### config.mk
export PLATFORM = sky130hd
export DESIGN_NAME = mem_bus_narrower
export DESIGN_NICKNAME = d
export VERILOG_FILES = /design/src/rtl/mem_bus_narrower.sv
export SDC_FILE = /design/constraint.sdc
export NUM_CORES = 1
export LEC_CHECK = 0
export BUFFER_PORTS_ARGS = -buffer_cell sky130_fd_sc_hd__buf_4
export CELL_PAD_IN_SITES_DETAIL_PLACEMENT = 1
export CELL_PAD_IN_SITES_GLOBAL_PLACEMENT = 1
export CORE_MARGIN = 2
export CORE_UTILIZATION = 40
export DETAILED_ROUTE_END_ITERATION = 8
export GPL_ROUTABILITY_DRIVEN = 0
export PLACE_DENSITY_LB_ADDON = 0.1
export SETUP_SLACK_MARGIN = 0.2
export SLEW_MARGIN = 20
export SYNTH_ARGS = -nofsm -noshare
export SYNTH_HDL_FRONTEND = slang
export SYNTH_SLANG_ARGS = --single-unit
### constraint.sdc
create_clock -name clk -period 2.4 [get_ports clk]
set_clock_uncertainty 0.15 [all_clocks]
set_input_delay 0.24 -clock clk [delete_from_list [all_inputs] [get_ports clk]]
set_output_delay 0.24 -clock clk [all_outputs]
set_load 0.05 [all_outputs]
### src/rtl/mem_bus_narrower.sv
// mem_bus_narrower: bridges a 32-bit load/store port onto a 16-bit memory bus,
// splitting words into two halfword beats and extending narrow loads.
module mem_bus_narrower #(
    parameter int ADDR_W = 32
) (
    input  logic              clk,
    input  logic              rst_n,
    input  logic              req_valid,
    output logic              req_ready,
    input  logic              req_we,
    input  logic [1:0]        req_size,
    input  logic              req_unsigned,
    input  logic [ADDR_W-1:0] req_addr,
    input  logic [31:0]       req_wdata,
    output logic              rsp_valid,
    output logic [31:0]       rsp_rdata,
    output logic              rsp_err,
    output logic              mem_valid,
    input  logic              mem_ready,
    output logic              mem_we,
    output logic [ADDR_W-1:0] mem_addr,
    output logic [1:0]        mem_be,
    output logic [15:0]       mem_wdata,
    input  logic [15:0]       mem_rdata
);
    typedef enum logic [1:0] {IDLE, BEAT0, BEAT1, RESP} state_t;

    state_t            state;
    logic              we_q, uns_q;
    logic [1:0]        size_q;
    logic [ADDR_W-1:0] addr_q;
    logic [31:0]       wdata_q;
    logic [15:0]       lo_q;
    logic              bad, beat;
    logic [7:0]        byte_sel;
    logic [31:0]       load_val;

    assign bad = (req_size == 2'b11) || (req_size == 2'b10 && req_addr[1:0] != 2'b00) ||
                 (req_size == 2'b01 && req_addr[0]);
    assign req_ready = (state == IDLE);
    assign beat = (state == BEAT0) || (state == BEAT1);
    assign mem_valid = beat;
    assign mem_we = beat && we_q;
    // Accepted requests are already aligned, so only bit 1 needs forcing for the high word half.
    assign mem_addr = beat ? {addr_q[ADDR_W-1:2], (state == BEAT1) | addr_q[1], 1'b0} : '0;
    assign mem_be = !beat ? 2'b00 : (size_q == 2'b00) ? (addr_q[0] ? 2'b10 : 2'b01) : 2'b11;
    assign mem_wdata = !beat ? 16'h0 : (size_q == 2'b00) ? {2{wdata_q[7:0]}} :
                       (state == BEAT1) ? wdata_q[31:16] : wdata_q[15:0];
    assign byte_sel = addr_q[0] ? mem_rdata[15:8] : mem_rdata[7:0];
    assign load_val = we_q ? 32'h0 :
                      (size_q == 2'b10) ? {mem_rdata, lo_q} :
                      (size_q == 2'b01) ? {{16{~uns_q & mem_rdata[15]}}, mem_rdata} :
                                          {{24{~uns_q & byte_sel[7]}}, byte_sel};

    always_ff @(posedge clk or negedge rst_n) begin
        if (!rst_n) begin
            state     <= IDLE;
            we_q      <= 1'b0;
            uns_q     <= 1'b0;
            size_q    <= 2'b00;
            addr_q    <= '0;
            wdata_q   <= 32'h0;
            lo_q      <= 16'h0;
            rsp_valid <= 1'b0;
            rsp_rdata <= 32'h0;
            rsp_err   <= 1'b0;
        end else begin
            case (state)
                IDLE: if (req_valid) begin
                    we_q    <= req_we;
                    uns_q   <= req_unsigned;
                    size_q  <= req_size;
                    addr_q  <= req_addr;
                    wdata_q <= req_wdata;
                    if (bad) begin
                        state     <= RESP;
                        rsp_valid <= 1'b1;
                        rsp_err   <= 1'b1;
                        rsp_rdata <= 32'h0;
                    end else begin
                        state <= BEAT0;
                    end
                end
                BEAT0: if (mem_ready) begin
                    lo_q <= mem_rdata;
                    if (size_q == 2'b10) begin
                        state <= BEAT1;
                    end else begin
                        state     <= RESP;
                        rsp_valid <= 1'b1;
                        rsp_rdata <= load_val;
                    end
                end
                BEAT1: if (mem_ready) begin
                    state     <= RESP;
                    rsp_valid <= 1'b1;
                    rsp_rdata <= load_val;
                end
                RESP: begin
                    state     <= IDLE;
                    rsp_valid <= 1'b0;
                    rsp_rdata <= 32'h0;
                    rsp_err   <= 1'b0;
                end
                default: state <= IDLE;
            endcase
        end
    end
endmodule

==> results of run 1 <==
layout make-up:
type | instances | area, um2
sequential | 120 | 3010
antenna | 1 | 2.50
multi-input combinational | 342 | 2850
timing repair buffer | 294 | 2760
clock buffer | 21 | 460
clock inverter | 9 | 125
inverter | 14 | 52.6
tap | 184 | 230
fill | 1438 | 4990
synth_stat cells, types with 2 or more instances:
| master | instances | area (um2) |
|---|---|---|
| a21boi_0 | 9 | 67.6 |
| a21oi_1 | 3 | 15.0 |
| and2_1 | 31 | 194 |
| and3b_1 | 8 | 70.1 |
| buf_1 | 4 | 15.0 |
| buf_2 | 7 | 35.0 |
| buf_4 | 4 | 30.0 |
| buf_6 | 2 | 22.5 |
| clkbuf_1 | 19 | 71.3 |
| dfrtp_1 | 120 | 3000 |
| ha_1 | 5 | 62.6 |
| inv_1 | 13 | 48.8 |
| mux2_2 | 83 | 935 |
| mux2i_1 | 18 | 180 |
| nand2_1 | 21 | 78.8 |
| nand2b_1 | 5 | 31.3 |
| nand3_1 | 11 | 55.1 |
| nor2_1 | 26 | 97.6 |
| nor2_2 | 2 | 12.5 |
| o2111ai_1 | 8 | 70.1 |
| o211a_1 | 8 | 80.1 |
| o21ai_0 | 43 | 215 |
| o21ai_1 | 6 | 30.0 |
| o22ai_1 | 7 | 43.8 |
| o31ai_1 | 9 | 67.6 |
| o31ai_2 | 9 | 113 |
| or3_1 | 9 | 56.3 |
cells in the final DEF (no fill, tap or decap), drive strengths merged, types with 2 or more instances in the layout:
master / count
nand3: 11
mux2i: 18
o21ai: 49
inv: 14
o211a: 8
buf: 208
nor2: 28
clkbuf: 22
bufinv: 3
dfrtp: 120
a21boi: 11
nor3b: 2
o211ai: 2
ha: 5
o2111ai: 8
and3b: 8
nand2b: 5
a21oi: 4
o22ai: 7
and2: 31
clkinvlp: 2
dlygate4sd3: 85
o31ai: 18
mux2: 83
clkinv: 4
or3: 9
a2111oi: 2
nand2: 22
cells by family after synthesis:
logic type	count (synthesis)
AO/OA/AOI/OAI	114
adder cells (fa/ha/maj)	5
buffers and inverters	50
other	1
AND/OR/NAND/NOR	121
multiplexers	101
flip-flops	120
layer usage:
metal	wire (um)	GRT usage [%]	vias to the layer above
met5	0	0	-
met4	654	11.2	0
met3	974	6.55	44
met2	12100	51.8	189
met1	8610	31.4	2746
li1	-	-	2384
final timing paths:
check                      slack [ns]       endpoint  depth (start not counted)           from
setup / recovery                 0.03  mem_wdata[14]                          7       state[0]
hold / removal                   0.08        rsp_err                          3      req_valid
setup reg to reg                 0.26  rsp_rdata[10]                          7       state[0]
hold reg to reg                  0.35  rsp_rdata[15]                          2  rsp_rdata[15]
max in group asynchronous        1.19       state[1]                          3          rst_n
min in group asynchronous        0.19  rsp_rdata[20]                          2          rst_n
registers in the layout, summed over array words and instances (netlist names):
signal	flops
rsp_rdata	32
uns_q	1
size_q	2
state	2
addr_q	32
lo_q	16
wdata_q	32
we_q	1
rsp_valid	1
rsp_err	1
repair_timing:
action,in CTS,in global routing
endpoints found under the setup margin,51,80
hold buffers,85,0
buffers inserted,9,5
resized for setup,70,15
hold endpoints to repair,123,0
gates cloned,3,1
pin swaps,2,4
metrics by stage:
step	setup slack, ns	cells	cell area (um2)	hold WS, ns
floorplan	0.186	512	5980	-0.206
global placement	0.354	851	7510	0.112
detailed placement	0.228	851	7510	0.121
CTS	0.125	978	9350	0.0869
global route	0.00387	985	9490	0.0994
finish	0.0279	985	9490	0.0760
critical path, stage by stage (launching register included):
cell	delay, ns
dfrtp_1	0.39
inv_2	0.09
ha_4	0.19
buf_12	0.16
mux2i_2	0.25
nand2_1	0.12
o211a_1	0.17
buf_6	0.17
==> results.cfg, run 1 <==
[run_status]
outcome = finished, final reports clean

[worst_setup_path]
crit_arrival_ns = 1.98
worstSetupPathType = flop to output port
cp-end-kind = output port
worst_ep_required_time_ns = 2.01
start_kind = flop
critical_path.max_fanout = 8

[synth]
ys_types = 49
syn_nets = 605
post_synth_fa_ha_maj_area_fraction_pct = 1.06
synthSimpleGateAreaFrac_pct = 11.2
postSynth.asyncResetShare_pct = 100
synth_compound_area_share_pct = 14.1
synth-xor-area-share_pct = 0
synth_area_per_cell_um2 = 11.5
yosysSeqAreaShare_pct = 50.8
ys.flop_type = dfrtp_1
synth_top_family_by_area = multiplexers
synthesis.area_um2 = 5910
ys_ff_latch = 120
postSynthCellCount = 512
synth_mux_area_share_pct = 18.9
yosys_warnings = 0
synth-edff-count = 0

[grt]
grt_max_degree = 69
overflow = 0
grt_pass1_vias = 6113
grt_pass1_wl_um = 34200
antenna_found_initial = 1
grt_use_total_pct = 28.2

[placed_design]
port_buffers = 173
hpwl_um = 12200

[route]
drc_errors = 0
viasPerCell = 5.44
via_count = 5363
drtAntennaViolNets = 0
drt_iter0_drc = 208
drtPass1Iterations = 4
wl_per_cell_um = 22.7
wl_um = 22300

[sta]
drv_slew = 0
slew_headroom_pct = 56.1
period_share_pct = 98.8
finalSetupViolations = 0
fmax_mhz = 422
tightest_slew_ns = 0.654
grt_setup_unrepaired = true
setup-tns-final_ns = 0
fin_crit_ns = 2.37
hold_viol = 0

[floorplan]
die_x_um = 126
coreArea_um2 = 14500
initial_utilization_pct = 40.8
pin_count = 175
row_count = 44
die_area_um2 = 15800
die_h_um = 126

[final_layout]
areaGrowthSynthToFinish_pct = 60.7
final_util_pct = 65.5
layout-drive-gt1-share_pct = 45.6
fin_nets = 882

[clocking]
tritoncts = yes
cts_root_buf = clkbuf_16
clock_sinks = 120
clk_latency_ns = 0.42
clockBufferDepth = 2
htree_num_levels = 4
cts_buffers = 17
cts.clk_slew.worst_paths_ns = 0.05

[run]
drv_cap = 0

[hold_path]
hp-class = input pin to flop
Power of run 1 is left out: the tool's default activity adds up to more than one toggle a clock period on the data nets, which glitch-free logic cannot reach.
==> inputs of run 2 (changes only) <==
==> constraint.sdc (replaced) <==
create_clock -name clk -period 2.7 [get_ports clk]
set_clock_uncertainty 0.15 [all_clocks]
set_input_delay 0.27 -clock clk [delete_from_list [all_inputs] [get_ports clk]]
set_output_delay 0.27 -clock clk [all_outputs]
set_load 0.05 [all_outputs]
==> run 2 against run 1 <==
  * Cell area decreased by 5.3%
  * Global-route usage decreased by 3.6 points
  * Non-clock buffer count decreased by 24
  * Clock-buffer cell count increased by 3
  * Cell count decreased by 2.3%
  * Register-to-register slack improved by 0.25 ns
  * Utilization decreased by 3.5 points
  * Critical endpoint is now mem_wdata[11]
  * Largest cell class unchanged
==> results.cfg, run 2 (synthesis results as in run 1) <==
[run_status]
outcome = finished, final reports clean

[worst_setup_path]
start_kind = flop
worstSetupPathType = flop to output port
crit_arrival_ns = 1.98
critical_path.max_fanout = 6
worst_ep_required_time_ns = 2.28
cp-end-kind = output port

[final_layout]
areaGrowthSynthToFinish_pct = 52.2
fin_cells = 962
fin_nets = 858
layout_commonest_cell = buf_4
layout_common_cells = buf_4 (184), dfrtp_1 (119), mux2_2 (83)
layout-drive-gt1-share_pct = 43.3
top_regs = addr_q: 32 flops, rsp_rdata: 32 flops, wdata_q: 32 flops
diodes = 0

[sta]
grt_setup_unrepaired = true
slew_headroom_pct = 39.6
drv_slew = 0
hold_viol = 0
layout_setup_ws_ns = 0.300
tightest_slew_ns = 0.906
finalSetupViolations = 0
period_share_pct = 88.9
setup-tns-final_ns = 0
fin_crit_ns = 2.40
fmax_mhz = 417

[placed_design]
hpwl_um = 11700
port_buffers = 173
pre_cts_ws_ns = 0.420
dp_cells = 845

[floorplan]
die_x_um = 126
die_area_um2 = 15800
pin_count = 175
coreArea_um2 = 14500
row_count = 44
initial_utilization_pct = 40.8
die_h_um = 126

[route]
wl_met1_um = 7610
drtPass1Iterations = 4
drtAntennaViolNets = 0
viasPerCell = 5.29
via_count = 5090
wl_met2_um = 10200
wl_per_cell_um = 20.0
drt_iter0_drc = 289
drc_errors = 0
wl_um = 19200
wl_met3_um = 972
highest_layer = met4

[hold_path]
hp-class = input pin to flop

[clocking]
clk_latency_ns = 0.42
tritoncts = yes
cts_root_buf = clkbuf_16
clockBufferDepth = 2
cts.clk_slew.worst_paths_ns = 0.05
htree_num_levels = 4
cts_buffers = 17
clock_sinks = 120

[grt]
grt_pass1_wl_um = 30400
antenna_found_initial = 0
grt_use_total_pct = 24.6
grt_pass1_vias = 5666
overflow = 0
grt_max_degree = 69

[run]
drv_cap = 0
## run 2: final cells by class
type,instances,area [um2]
Sequential cell,120,3000
Clock inverter,8,165
Multi-Input combinational cell,342,2750
Clock buffer,24,492
Fill cell,1476,5490
Tap cell,184,230
Timing Repair Buffer,270,2300
Inverter,14,52.6
## run 2: worst max-delay path, stage by stage (launching register included)
cell and delay (ns):
dfrtp_1 0.41, inv_2 0.14, ha_4 0.22, buf_4 0.15
mux2i_1 0.20, nand2_1 0.08, o211a_1 0.17, buf_4 0.20
## run 2: what timing repair did
item	4_1_cts	5_1_grt
resized for setup	7	4
setup endpoints to repair	50	29
gates cloned	0	1
buffers inserted	0	3
hold buffers	81	0
pin swaps	0	1
endpoints found under the hold margin	107	0
## run 2: worst paths after layout
| check | from | to | slack [ns] | cells past startpoint |
|---|---|---|---|---|
| worst min-delay path | mem_rdata[14] | lo_q[14] | 0.03 | 2 |
| worst max register to register | state[1] | rsp_rdata[23] | 0.51 | 6 |
| min in group asynchronous | rst_n | rsp_rdata[0] | 0.18 | 2 |
| max in group asynchronous | rst_n | addr_q[21] | 1.51 | 3 |
| worst min register to register | addr_q[18] | addr_q[18] | 0.35 | 1 |
| worst max-delay path | state[0] | mem_wdata[11] | 0.30 | 7 |
## run 2: metrics by stage
| step | utilization [%] | area, um2 | hold slack [ns] |
|---|---|---|---|
| after floorplan | - | 5940 | -0.176 |
| after global placement | 51.3 | 7430 | 0.0807 |
| after detailed placement | 51.3 | 7430 | 0.0816 |
| after CTS | 61.6 | 8930 | 0.00422 |
| after global routing | 62.1 | 8990 | 0.00946 |
| final | 62.1 | 8990 | 0.0255 |
## run 2: per-layer routing
metal  vias up  global-route usage [%]
li1       2318                       -
met1      2594                    28.7
met2       150                    43.3
met3        28                    6.63
met4         0                    9.15
met5         -                       0
Power of run 2 is left out for the same reason.
==> inputs of run 3 (changes only) <==
--- a/config.mk
+++ b/config.mk
@@ -9,7 +9,7 @@
 export CELL_PAD_IN_SITES_DETAIL_PLACEMENT = 1
 export CELL_PAD_IN_SITES_GLOBAL_PLACEMENT = 1
 export CORE_MARGIN = 2
-export CORE_UTILIZATION = 40
+export CORE_UTILIZATION = 43
 export DETAILED_ROUTE_END_ITERATION = 8
 export GPL_ROUTABILITY_DRIVEN = 0
 export PLACE_DENSITY_LB_ADDON = 0.1
==> constraint.sdc (replaced) <==
create_clock -name clk -period 2.87 [get_ports clk]
set_clock_uncertainty 0.15 [all_clocks]
set_input_delay 0.287 -clock clk [delete_from_list [all_inputs] [get_ports clk]]
set_output_delay 0.287 -clock clk [all_outputs]
set_load 0.05 [all_outputs]
==> run 3 against run 2 <==
  * First-iteration DRC count is 1.7% higher
  * Cell area fell by 3.3%
  * Utilization up 3.0 points
  * Highest routed layer unchanged
==> results.cfg, run 3 (synthesis results as in run 1) <==
[placed_design]
hpwl_um = 11600
port_buffers = 173
dp_cells = 835
pre_cts_ws_ns = 0.537

[worst_setup_path]
cp-end-kind = output port
worstSetupPathType = flop to output port
worst_path_max_delay_cell = dfrtp_1
crit_arrival_ns = 2.12
start_kind = flop
worstPathCellList = inv_1, ha_1, buf_12, a21boi_0, buf_4
cp_num_buf_inv = 3
crit_family = buffers and inverters
critical_path.max_fanout = 52
slowest_delay_ns = 0.44
worst_ep_required_time_ns = 2.43

[clocking]
tritoncts = yes
post_cts_buffers = 0
clk_latency_ns = 0.41
cts_root_buf = clkbuf_16
clock_sinks = 120
cts_buffers = 17
clockBufferDepth = 2
htree_num_levels = 4
cts.clk_slew.worst_paths_ns = 0.05

[final_layout]
layout-drive-gt1-share_pct = 41.7
diodes = 0
layout_commonest_cell = buf_4
top_regs = addr_q: 32 flops, rsp_rdata: 32 flops, wdata_q: 32 flops
layout_common_cells = buf_4 (181), dfrtp_1 (120), mux2_2 (83)
fin_cells = 943
areaGrowthSynthToFinish_pct = 47.2
fin_nets = 847
fillers = 1373

[route]
via_count = 5016
drc_errors = 0
wl_per_cell_um = 20.4
drt_iter0_drc = 294
wl_um = 19200
drtAntennaViolNets = 0
viasPerCell = 5.32
drtPass1Iterations = 4

[hold_path]
hp-class = input pin to flop

[sta]
layout_setup_ws_ns = 0.310
fmax_mhz = 391
tightest_slew_ns = 0.849
period_share_pct = 89.2
grt_setup_unrepaired = false
fin_crit_ns = 2.56
holdWs_ns = 0.0165
drv_slew = 0
finalSetupViolations = 0
hold_viol = 0
slew_headroom_pct = 43.3

[floorplan]
row_count = 42
die_x_um = 121
die_area_um2 = 14700
die_h_um = 121
initial_utilization_pct = 44.2
pin_count = 175
coreArea_um2 = 13300

[run]
drv_cap = 0

[grt]
grt_use_total_pct = 27.6
antenna_found_initial = 0
grt_pass1_wl_um = 30900
grt_pass1_vias = 5677
grt_max_degree = 78
overflow = 0

[run_status]
outcome = finished, final reports clean
-- run 3: changes by cell type in the layout (fill, tap and decap cells not counted), sizes merged --
cell,previous run,this run
bufinv,5,1
dlygate4sd3,81,76
clkbuf,25,23
buf,188,183
clkinv,3,7
clkinvlp,0,1
-- run 3: path summary, 6_finish.rpt --
check	slack (ns)	cells after the start	from	endpoint
worst max-delay path	0.31	5	state[1]	mem_be[1]
worst min-delay path	0.02	2	mem_rdata[8]	lo_q[8]
worst max register to register	0.43	6	state[1]	rsp_rdata[22]
worst min register to register	0.36	1	lo_q[11]	lo_q[11]
max in group asynchronous	1.48	3	rst_n	state[1]
min in group asynchronous	0.28	2	rst_n	rsp_rdata[6]
-- run 3: per-stage QoR --
step	TNS [ns]	util [%]	cell area (um2)
after floorplan	-0.964	-	5910
after global placement	0	55.0	7340
after detailed placement	0	55.0	7340
after CTS	0	65.0	8670
after global routing	0	65.1	8690
final	0	65.1	8690
-- run 3: routing by layer --
metal  vias to the layer above  global-route usage, %  share of wire [%]
li1                       2303                      -                  -
met1                      2539                   33.5                 41
met2                       147                   48.3                 52
met3                        27                   6.95                4.8
met4                         0                   8.26                1.6
met5                         -                      0                  0
-- run 3: final cells by class --
class                           count  area [um2]  share of cell area, %
Clock buffer                       23         488                   5.61
Clock inverter                      9        72.6                  0.835
Inverter                           14        52.6                  0.605
Multi-Input combinational cell    342        2700                   31.0
Sequential cell                   120        3000                   34.5
Tap cell                          176         220                   2.53
Timing Repair Buffer              259        2160                   24.8
-- run 3: timing repair --
action / in CTS / in global routing
endpoints found under the setup margin: 13 / 14
hold buffers: 76 / 0
resized for setup: 3 / 8
endpoints found under the hold margin: 118 / 0
Power of run 3 is left out for the same reason.
